[config.mk]
export PLATFORM = sky130hd
export DESIGN_NAME = mod_mult_serial
export DESIGN_NICKNAME = d
export VERILOG_FILES = /design/src/rtl/mod_mult_pkg.sv /design/src/rtl/mod_digit_step.sv /design/src/rtl/mod_mult_serial.sv
export SDC_FILE = /design/constraint.sdc
export NUM_CORES = 1
export LEC_CHECK = 0
export ABC_AREA = 0
export ABC_CLOCK_PERIOD_IN_PS = 7100
export CAP_MARGIN = 20
export CORE_MARGIN = 3
export CORE_UTILIZATION = 45
export CTS_CLUSTER_DIAMETER = 30
export DETAILED_ROUTE_END_ITERATION = 12
export PLACE_DENSITY = 0.68
export RECOVER_POWER = 50
export SYNTH_ARGS = -nofsm -noshare
export SYNTH_HDL_FRONTEND = slang
export SYNTH_SLANG_ARGS = --single-unit
[constraint.sdc]
create_clock -name clk -period 7.1 [get_ports clk]
set_input_delay 2.13 -clock clk [delete_from_list [all_inputs] [get_ports clk]]
set_output_delay 2.13 -clock clk [all_outputs]
set_load 0.005 [all_outputs]
[src/rtl/mod_mult_pkg.sv]
// rtl/mod_mult_pkg.sv - shared types and constant helpers for the serial modular multiplier
package mod_mult_pkg;

  typedef enum logic [1:0] {
    ST_IDLE = 2'd0,
    ST_RUN  = 2'd1,
    ST_DONE = 2'd2
  } state_e;

  function automatic int ceil_div(input int n, input int d);
    return (n + d - 1) / d;
  endfunction

  // Counter width; never zero so a single-digit configuration still has a register.
  function automatic int clog2_min1(input int n);
    int r;
    r = 0;
    while ((1 << r) < n) r++;
    return (r < 1) ? 1 : r;
  endfunction

endpackage

[src/rtl/mod_digit_step.sv]
// rtl/mod_digit_step.sv - one Horner digit step: (acc<<D + a*digit) reduced below MOD
module mod_digit_step
  import mod_mult_pkg::*;
#(
  parameter int W   = 10,
  parameter int MOD = 997,
  parameter int D   = 3
) (
  input  logic [W-1:0] acc_i,
  input  logic [W-1:0] a_i,
  input  logic [D-1:0] digit_i,
  output logic [W-1:0] acc_o
);

  localparam int TW   = W + D + 1;
  localparam int KMAX = (1 << (D + 1)) - 1;

  logic [TW-1:0] a_ext;
  logic [TW-1:0] d_ext;
  logic [TW-1:0] t;
  logic [TW-1:0] multiple;
  logic [TW-1:0] sub;

  // Ladder walks k*MOD upward; the last multiple not exceeding t is subtracted.
  always_comb begin
    a_ext    = TW'(a_i);
    d_ext    = TW'(digit_i);
    t        = (TW'(acc_i) << D) + a_ext * d_ext;
    multiple = '0;
    sub      = '0;
    for (int k = 1; k <= KMAX; k++) begin
      multiple = multiple + TW'(MOD);
      if (t >= multiple) sub = multiple;
    end
    acc_o = W'(t - sub);
  end

endmodule

[src/rtl/mod_mult_serial.sv]
// rtl/mod_mult_serial.sv - digit-serial MSB-first modular multiplier with valid/ready handshakes
module mod_mult_serial
  import mod_mult_pkg::*;
#(
  parameter int W   = 10,
  parameter int MOD = 997,
  parameter int D   = 3
) (
  input  logic         clk,
  input  logic         rst_n,
  input  logic         in_valid,
  output logic         in_ready,
  input  logic [W-1:0] in_a,
  input  logic [W-1:0] in_b,
  output logic         out_valid,
  input  logic         out_ready,
  output logic [W-1:0] out_z
);

  localparam int ND = ceil_div(W, D);
  localparam int CW = clog2_min1(ND);
  localparam int BW = ND * D;
  localparam logic [W-1:0]  MOD_W    = W'(MOD);
  localparam logic [CW-1:0] CNT_LAST = CW'(ND - 1);

  state_e        state_q, state_d;
  logic [W-1:0]  a_q, a_d;
  logic [W-1:0]  b_q, b_d;
  logic [W-1:0]  acc_q, acc_d;
  logic [CW-1:0] cnt_q, cnt_d;

  logic [BW-1:0] b_ext;
  logic [BW-1:0] b_shift;
  logic [D-1:0]  digit;
  logic [W-1:0]  acc_step;

  assign b_ext   = BW'(b_q);
  assign b_shift = b_ext >> (D * int'(cnt_q));
  assign digit   = b_shift[D-1:0];

  mod_digit_step #(
    .W   (W),
    .MOD (MOD),
    .D   (D)
  ) u_step (
    .acc_i   (acc_q),
    .a_i     (a_q),
    .digit_i (digit),
    .acc_o   (acc_step)
  );

  // One conditional subtraction suffices because MOD exceeds half the input range.
  always_comb begin
    state_d = state_q;
    a_d     = a_q;
    b_d     = b_q;
    acc_d   = acc_q;
    cnt_d   = cnt_q;
    unique case (state_q)
      ST_IDLE: begin
        if (in_valid) begin
          a_d     = (in_a >= MOD_W) ? in_a - MOD_W : in_a;
          b_d     = (in_b >= MOD_W) ? in_b - MOD_W : in_b;
          acc_d   = '0;
          cnt_d   = CNT_LAST;
          state_d = ST_RUN;
        end
      end
      ST_RUN: begin
        acc_d = acc_step;
        if (cnt_q == '0) state_d = ST_DONE;
        else             cnt_d   = cnt_q - CW'(1);
      end
      ST_DONE: begin
        if (out_ready) state_d = ST_IDLE;
      end
      default: state_d = ST_IDLE;
    endcase
  end

  always_ff @(posedge clk or negedge rst_n) begin
    if (!rst_n) begin
      state_q <= ST_IDLE;
      a_q     <= '0;
      b_q     <= '0;
      acc_q   <= '0;
      cnt_q   <= '0;
    end else begin
      state_q <= state_d;
      a_q     <= a_d;
      b_q     <= b_d;
      acc_q   <= acc_d;
      cnt_q   <= cnt_d;
    end
  end

  assign in_ready  = (state_q == ST_IDLE);
  assign out_valid = (state_q == ST_DONE);
  assign out_z     = acc_q;

endmodule

==> results of run 1 <==
==> timing repair <==
item                       4_1_cts  5_1_grt
setup endpoints to repair        0        3
hold endpoints to repair         0        0
setup buffers                    0        6
resized for setup                0       13
==> worst max-delay path by stage <==
stage	startpoint	to	slack, ns	cells past startpoint
2_1_floorplan	cnt_q[0]	out_z[8]	0.62	27
6_report	cnt_q[0]	out_z[8]	0.36	26
4_1_cts	cnt_q[0]	out_z[8]	0.15	26
5_1_grt	cnt_q[0]	out_z[8]	-0.04	26
3_3_place_gp	cnt_q[0]	out_z[8]	0.31	25
3_5_place_dp	cnt_q[0]	out_z[8]	0.19	26
==> state kept, by name, indices dropped and copies added, names as in the netlist <==
signal,cells
out_z,10
state_q,2
cnt_q,2
a_q,10
b_q,10
==> layer usage <==
| layer | up-vias | part of all wire |
|---|---|---|
| met5 | - | 0 |
| met4 | 0 | 0.013 |
| met3 | 14 | 0.054 |
| met2 | 127 | 0.44 |
| met1 | 1792 | 0.49 |
| li1 | 1801 | - |
==> synthesized netlist by cell type, types with 4 or more instances <==
| library cell | number |
|---|---|
| xnor2_1 | 11 |
| a31oi_1 | 4 |
| fa_1 | 19 |
| o211ai_1 | 7 |
| o21ai_0 | 44 |
| xor2_1 | 5 |
| a22o_1 | 10 |
| inv_1 | 52 |
| nand2b_1 | 6 |
| a21oi_1 | 25 |
| o21ai_1 | 4 |
| a21o_1 | 10 |
| nand3_1 | 12 |
| dfrtp_1 | 34 |
| nand4b_1 | 4 |
| and3_1 | 6 |
| buf_2 | 4 |
| nand2_1 | 52 |
| and2_1 | 28 |
| nor2b_1 | 7 |
| clkbuf_1 | 9 |
| nor2_1 | 28 |
| ha_1 | 27 |
| nand4_1 | 5 |
==> layout make-up <==
class                   count  area, µm²
well taps                 105        131
clock buffers               6       82.6
multi-input cells         386       2970
clock inverters             2       12.5
fillers                   800       3770
inverters                  52        195
repair buffers             49        452
flip-flops and latches     34        852
==> cell usage in the layout (no fill, tap or decap), types with 4 or more instances in the layout <==
master / count
and3_1: 6
nand2b_1: 6
nand4b_1: 4
inv_1: 52
nand3_1: 12
fa_1: 18
a31oi_1: 4
clkbuf_8: 6
nor2b_1: 7
ha_1: 26
o21ai_1: 4
clkdlybuf4s50_1: 30
dfrtp_1: 33
xor2_1: 4
xnor2_1: 11
nand2_1: 52
o211ai_1: 7
dlygate4sd3_1: 5
nand4_1: 5
and2_1: 28
a21o_1: 10
o21ai_0: 42
nor2_1: 28
buf_4: 13
a21oi_1: 25
a22o_1: 10
==> per-stage QoR <==
step | worst slack (ns) | std cells | util
after floorplan | 0.622 | 489 | -
after global placement | 0.306 | 620 | 0.532
after detailed placement | 0.186 | 620 | 0.532
after CTS | 0.153 | 628 | 0.543
after global routing | -0.0386 | 634 | 0.555
final | 0.362 | 634 | 0.555
==> worst max-delay path: stages (launching register included) <==
cell and delay (ns):
dfrtp_2 0.42, mux4_2 0.60, and2_1 0.20, fa_1 0.48, inv_1 0.05, fa_1 0.49, inv_1 0.04, ha_1 0.25
fa_2 0.38, a21oi_1 0.17, o211ai_1 0.15, xor2_2 0.27, nand3_2 0.17, o311a_4 0.45, nor4_4 0.31, o221ai_2 0.13
a22oi_2 0.20, ha_1 0.22, fa_1 0.23, nor2b_1 0.06, o21ai_1 0.15, a21boi_0 0.13, o21ai_0 0.21, a21oi_1 0.11
o21a_1 0.18, or3_1 0.32, a32o_1 0.25
==> cell families after synthesis <==
family	synth area share
DFF	0.210
buffers and inverters	0.0693
xor gates and xnor gates	0.0427
and+or+nand+nor	0.225
muxes	0.0130
adders and majority gates	0.178
AOI/OAI and AO/OA	0.263
==> impl_metrics.env, run 1 <==
export IMPL_met3_usage=0.0277
export IMPL_drive_gt1_frac=0.0983
export IMPL_end_kind="flip-flop"
export IMPL_cts_made_buffers=5
export IMPL_antenna_left=0
export IMPL_yosysTopAreaCell="dfrtp_1"
export IMPL_grt_pass1_vias=3538
export IMPL_cts_sinks=34
export IMPL_yosysWarnings=0
export IMPL_slew_headroom=-0.208
export IMPL_port_buffers=35
export IMPL_tns_ns=0
export IMPL_first_pass_iters=5
export IMPL_crit_required_ns=7.27
export IMPL_area_growth_pct=16.1
export IMPL_clk_pin_slew_ns=0.07
export IMPL_path_class="flip-flop to flip-flop"
export IMPL_min_delay_path_depth=2
export IMPL_r2r_start="cnt_q[0]"
export IMPL_grt_usage=0.209
export IMPL_drc=0
export IMPL_cts_tree="done"
export IMPL_wl_mm=10.3
export IMPL_clk_latency_ns=0.28
export IMPL_grt_max_degree=35
export IMPL_rsz0062_at_grt="yes"
export IMPL_finalHoldViolations=0
export IMPL_yosys_top_cells_area="dfrtp_1 21%, fa_1 9.4%, ha_1 8.4%, o21ai_0 5.4%, inv_1 4.8%"
export IMPL_min_from="b_q[0]"
export IMPL_holdBufCountCts=0
export IMPL_placed_area_um2=4500
export IMPL_core_area_um2=8460
export IMPL_initial_core_util=0.478
export IMPL_antenna_found_initial=0
export IMPL_cts_htree_levels=2
export IMPL_place_hpwl_mm=8.46
export IMPL_met2_usage=0.324
export IMPL_report_final_slew_viol_count=35
export IMPL_r2r_cells=26
export IMPL_hold_slack_ns=0.480
export IMPL_setup_viol=0
export IMPL_timing_final_crit_period_ns=6.74
export IMPL_ctsLongestPathBuffers=2
export IMPL_hold_path_class="flip-flop to flip-flop"
export IMPL_post_route_period_util=0.949
export IMPL_start_kind="flip-flop"
export IMPL_crit_fanout=8
export IMPL_synth_nets=559
export IMPL_synth_edf_count=0
export IMPL_drtIter0Drc=308
export IMPL_r2r_slack_ns=0.36
export IMPL_min_to="b_q[0]"
export IMPL_nets=598
export IMPL_die_h_um=101
export IMPL_die_area_um2=10200
export IMPL_busiest_layer="met2"
export IMPL_syn_area_um2=4050
export IMPL_avgRoutedWirePerCell_um=16.3
export IMPL_ioPinCount=36
export IMPL_grt_first_pass_wirelength_mm=17.2
export IMPL_grt_use_met1=0.316
export IMPL_synth_seq_area_share=0.210
export IMPL_synth_top_area_frac=0.210
export IMPL_ys_ff_latch=34
export IMPL_syn_avg_cell_area_um2=8.27
export IMPL_violations="max-capacitance violations, max-slew violations"
export IMPL_viasPerCell=5.89
export IMPL_row_count=33
export IMPL_grt_remaining_overflow=0
export IMPL_gp_congestion=0.913
export IMPL_cts_root_buf="clkbuf_8"
export IMPL_syn_inst=489
export IMPL_ys_types=72
export IMPL_fmax_mhz=148
export IMPL_ys_flop_type="dfrtp_1"
export IMPL_worstReg2RegEnd="out_z[8]"
export IMPL_status="complete, but fails checks"
export IMPL_fp_dieW_um=101
export IMPL_fin_area_um2=4700
export IMPL_synth_async_reset_ratio=1.00
export IMPL_vias=3734
export IMPL_worst_pin_slew_ns=1.81
export IMPL_crit_arrival_ns=6.91
export IMPL_antenna_cells=0
export IMPL_fin_skew_ns=0.00532
export IMPL_max_cap_violations=1
Power of run 1 is not shown: default switching activity piles up to over one toggle a cycle in this logic, so the estimate is an artifact.
==> run 2, diff against run 1 <==
SLEW_MARGIN = 20   (was not set)
==> results of run 2 <==
No change in the layout: final DEF, timing and power equal those of run 1.
Power of run 2 is left out for the same reason.
==> run 3, diff against run 2 <==
CAP_MARGIN = 10   (was 20)
CORE_MARGIN = 8   (was 3)
SLEW_MARGIN = not set   (was 20)
==> run 3 against run 2 <==
The run still ends with max-capacitance violations, max-slew violations left. Core utilization is 1.8 points lower. Critical path depth unchanged. Sequential share of layout area up 0.090 points. Critical endpoint unchanged.
==> impl_metrics.env, run 3 (synthesis gave the netlist of run 1 again) <==
export IMPL_area_growth_pct=15.7
export IMPL_r2r_start="cnt_q[0]"
export IMPL_row_count=34
export IMPL_end_kind="flip-flop"
export IMPL_fin_skew_ns=0.00517
export IMPL_hold_path_class="flip-flop to flip-flop"
export IMPL_gp_congestion=0.889
export IMPL_worst_pin_slew_ns=1.81
export IMPL_worstReg2RegEnd="out_z[8]"
export IMPL_cts_sinks=34
export IMPL_grt_first_pass_wirelength_mm=18.2
export IMPL_nets=600
export IMPL_crit_arrival_ns=6.90
export IMPL_violations="max-capacitance violations, max-slew violations"
export IMPL_timing_final_crit_period_ns=6.73
export IMPL_max_cap_violations=1
export IMPL_port_buffers=35
export IMPL_start_kind="flip-flop"
export IMPL_antenna_left=0
export IMPL_viasPerCell=5.87
export IMPL_path_class="flip-flop to flip-flop"
export IMPL_avgRoutedWirePerCell_um=17.1
export IMPL_min_to="b_q[2]"
export IMPL_post_route_period_util=0.948
export IMPL_finalHoldViolations=0
export IMPL_first_pass_iters=5
export IMPL_report_final_slew_viol_count=35
export IMPL_hold_slack_ns=0.491
export IMPL_die_h_um=111
export IMPL_fill_cells=830
export IMPL_grt_max_degree=35
export IMPL_grt_pass1_vias=3693
export IMPL_clk_latency_ns=0.28
export IMPL_drc=0
export IMPL_antenna_found_initial=0
export IMPL_crit_required_ns=7.27
export IMPL_crit_fanout=7
export IMPL_clk_pin_slew_ns=0.07
export IMPL_initial_core_util=0.464
export IMPL_setup_viol=0
export IMPL_min_from="b_q[2]"
export IMPL_grt_usage=0.175
export IMPL_fp_dieW_um=111
export IMPL_core_area_um2=8720
export IMPL_status="complete, but fails checks"
export IMPL_wl_mm=10.9
export IMPL_drive_gt1_frac=0.0962
export IMPL_dp_slack_ns=0.205
export IMPL_multi_input_area_um2=2960
export IMPL_cts_tree="done"
export IMPL_grt_remaining_overflow=0
export IMPL_ioPinCount=36
export IMPL_antenna_cells=0
export IMPL_drtIter0Drc=215
export IMPL_layout_setup_ws_ns=0.369
export IMPL_final_cell_mix="52 x inv_1, 52 x nand2_1, 42 x o21ai_0"
export IMPL_holdBufCountCts=0
export IMPL_slew_headroom=-0.209
export IMPL_place_hpwl_mm=8.80
export IMPL_seq_area_um2=853
export IMPL_vias=3746
export IMPL_r2r_slack_ns=0.37
export IMPL_r2r_cells=26
export IMPL_cts_root_buf="clkbuf_8"
export IMPL_cts_htree_levels=2
export IMPL_ctsLongestPathBuffers=2
export IMPL_fmax_mhz=149
export IMPL_cts_made_buffers=5
export IMPL_min_delay_path_depth=2
export IMPL_die_area_um2=12300
-- run 3: through the flow --
| step | instance area (µm²) | setup TNS, ns | utilization | std cells |
|---|---|---|---|---|
| after floorplan | 4050 | 0 | - | 489 |
| after global placement | 4530 | 0 | 0.519 | 626 |
| after detailed placement | 4530 | 0 | 0.519 | 626 |
| after CTS | 4610 | 0 | 0.528 | 633 |
| after global routing | 4680 | -0.00822 | 0.537 | 638 |
| final | 4680 | 0 | 0.537 | 638 |
-- run 3: critical path, cell delays in order, from the launching register on --
cell and delay (ns):
dfrtp_2 0.43, buf_4 0.14, mux4_1 0.60, and2_1 0.20, fa_1 0.48, inv_1 0.05
fa_1 0.49, inv_1 0.04, ha_1 0.39, nor2_1 0.12, o21ba_2 0.25, nor4_4 0.37
nand3_2 0.14, o311a_4 0.44, nor4_4 0.31, o221ai_2 0.13, a22oi_2 0.20, ha_1 0.21
fa_1 0.21, nor2b_1 0.05, o21ai_0 0.19, a21boi_0 0.15, o21ai_1 0.17, a21oi_1 0.11
o21a_1 0.18, or3_1 0.31, a32o_1 0.25
-- run 3: layout make-up --
class / instances / share of cell area
timing repair buffer: 50 / 0.0981
multi-input combinational: 387 / 0.632
inverter: 52 / 0.0417
sequential: 34 / 0.182
clock buffer: 6 / 0.0155
clock inverter: 1 / 0.00160
tap: 108 / 0.0289
-- run 3: layer usage --
| metal | vias up | track usage | routed length (µm) |
|---|---|---|---|
| met5 | - | 0 | 0 |
| met3 | 12 | 0.0319 | 550 |
| met2 | 95 | 0.271 | 4770 |
| met1 | 1826 | 0.249 | 5500 |
| li1 | 1813 | - | - |
| met4 | 0 | 0.0306 | 117 |
-- run 3: what timing repair did --
action / 4_1_cts / 5_1_grt
buffers inserted: 0 / 4
endpoints found under the setup margin: 0 / 2
resized for setup: 0 / 9
-- run 3: worst max-delay path by stage --
stage / cells past startpoint / to / start
after global placement: 27 / out_z[8] / cnt_q[0]
final: 26 / out_z[8] / cnt_q[0]
after global routing: 25 / out_z[8] / cnt_q[0]
after CTS: 26 / out_z[8] / cnt_q[0]
after floorplan: 27 / out_z[8] / cnt_q[0]
after detailed placement: 26 / out_z[8] / cnt_q[0]
Power of run 3 is left out for the same reason.
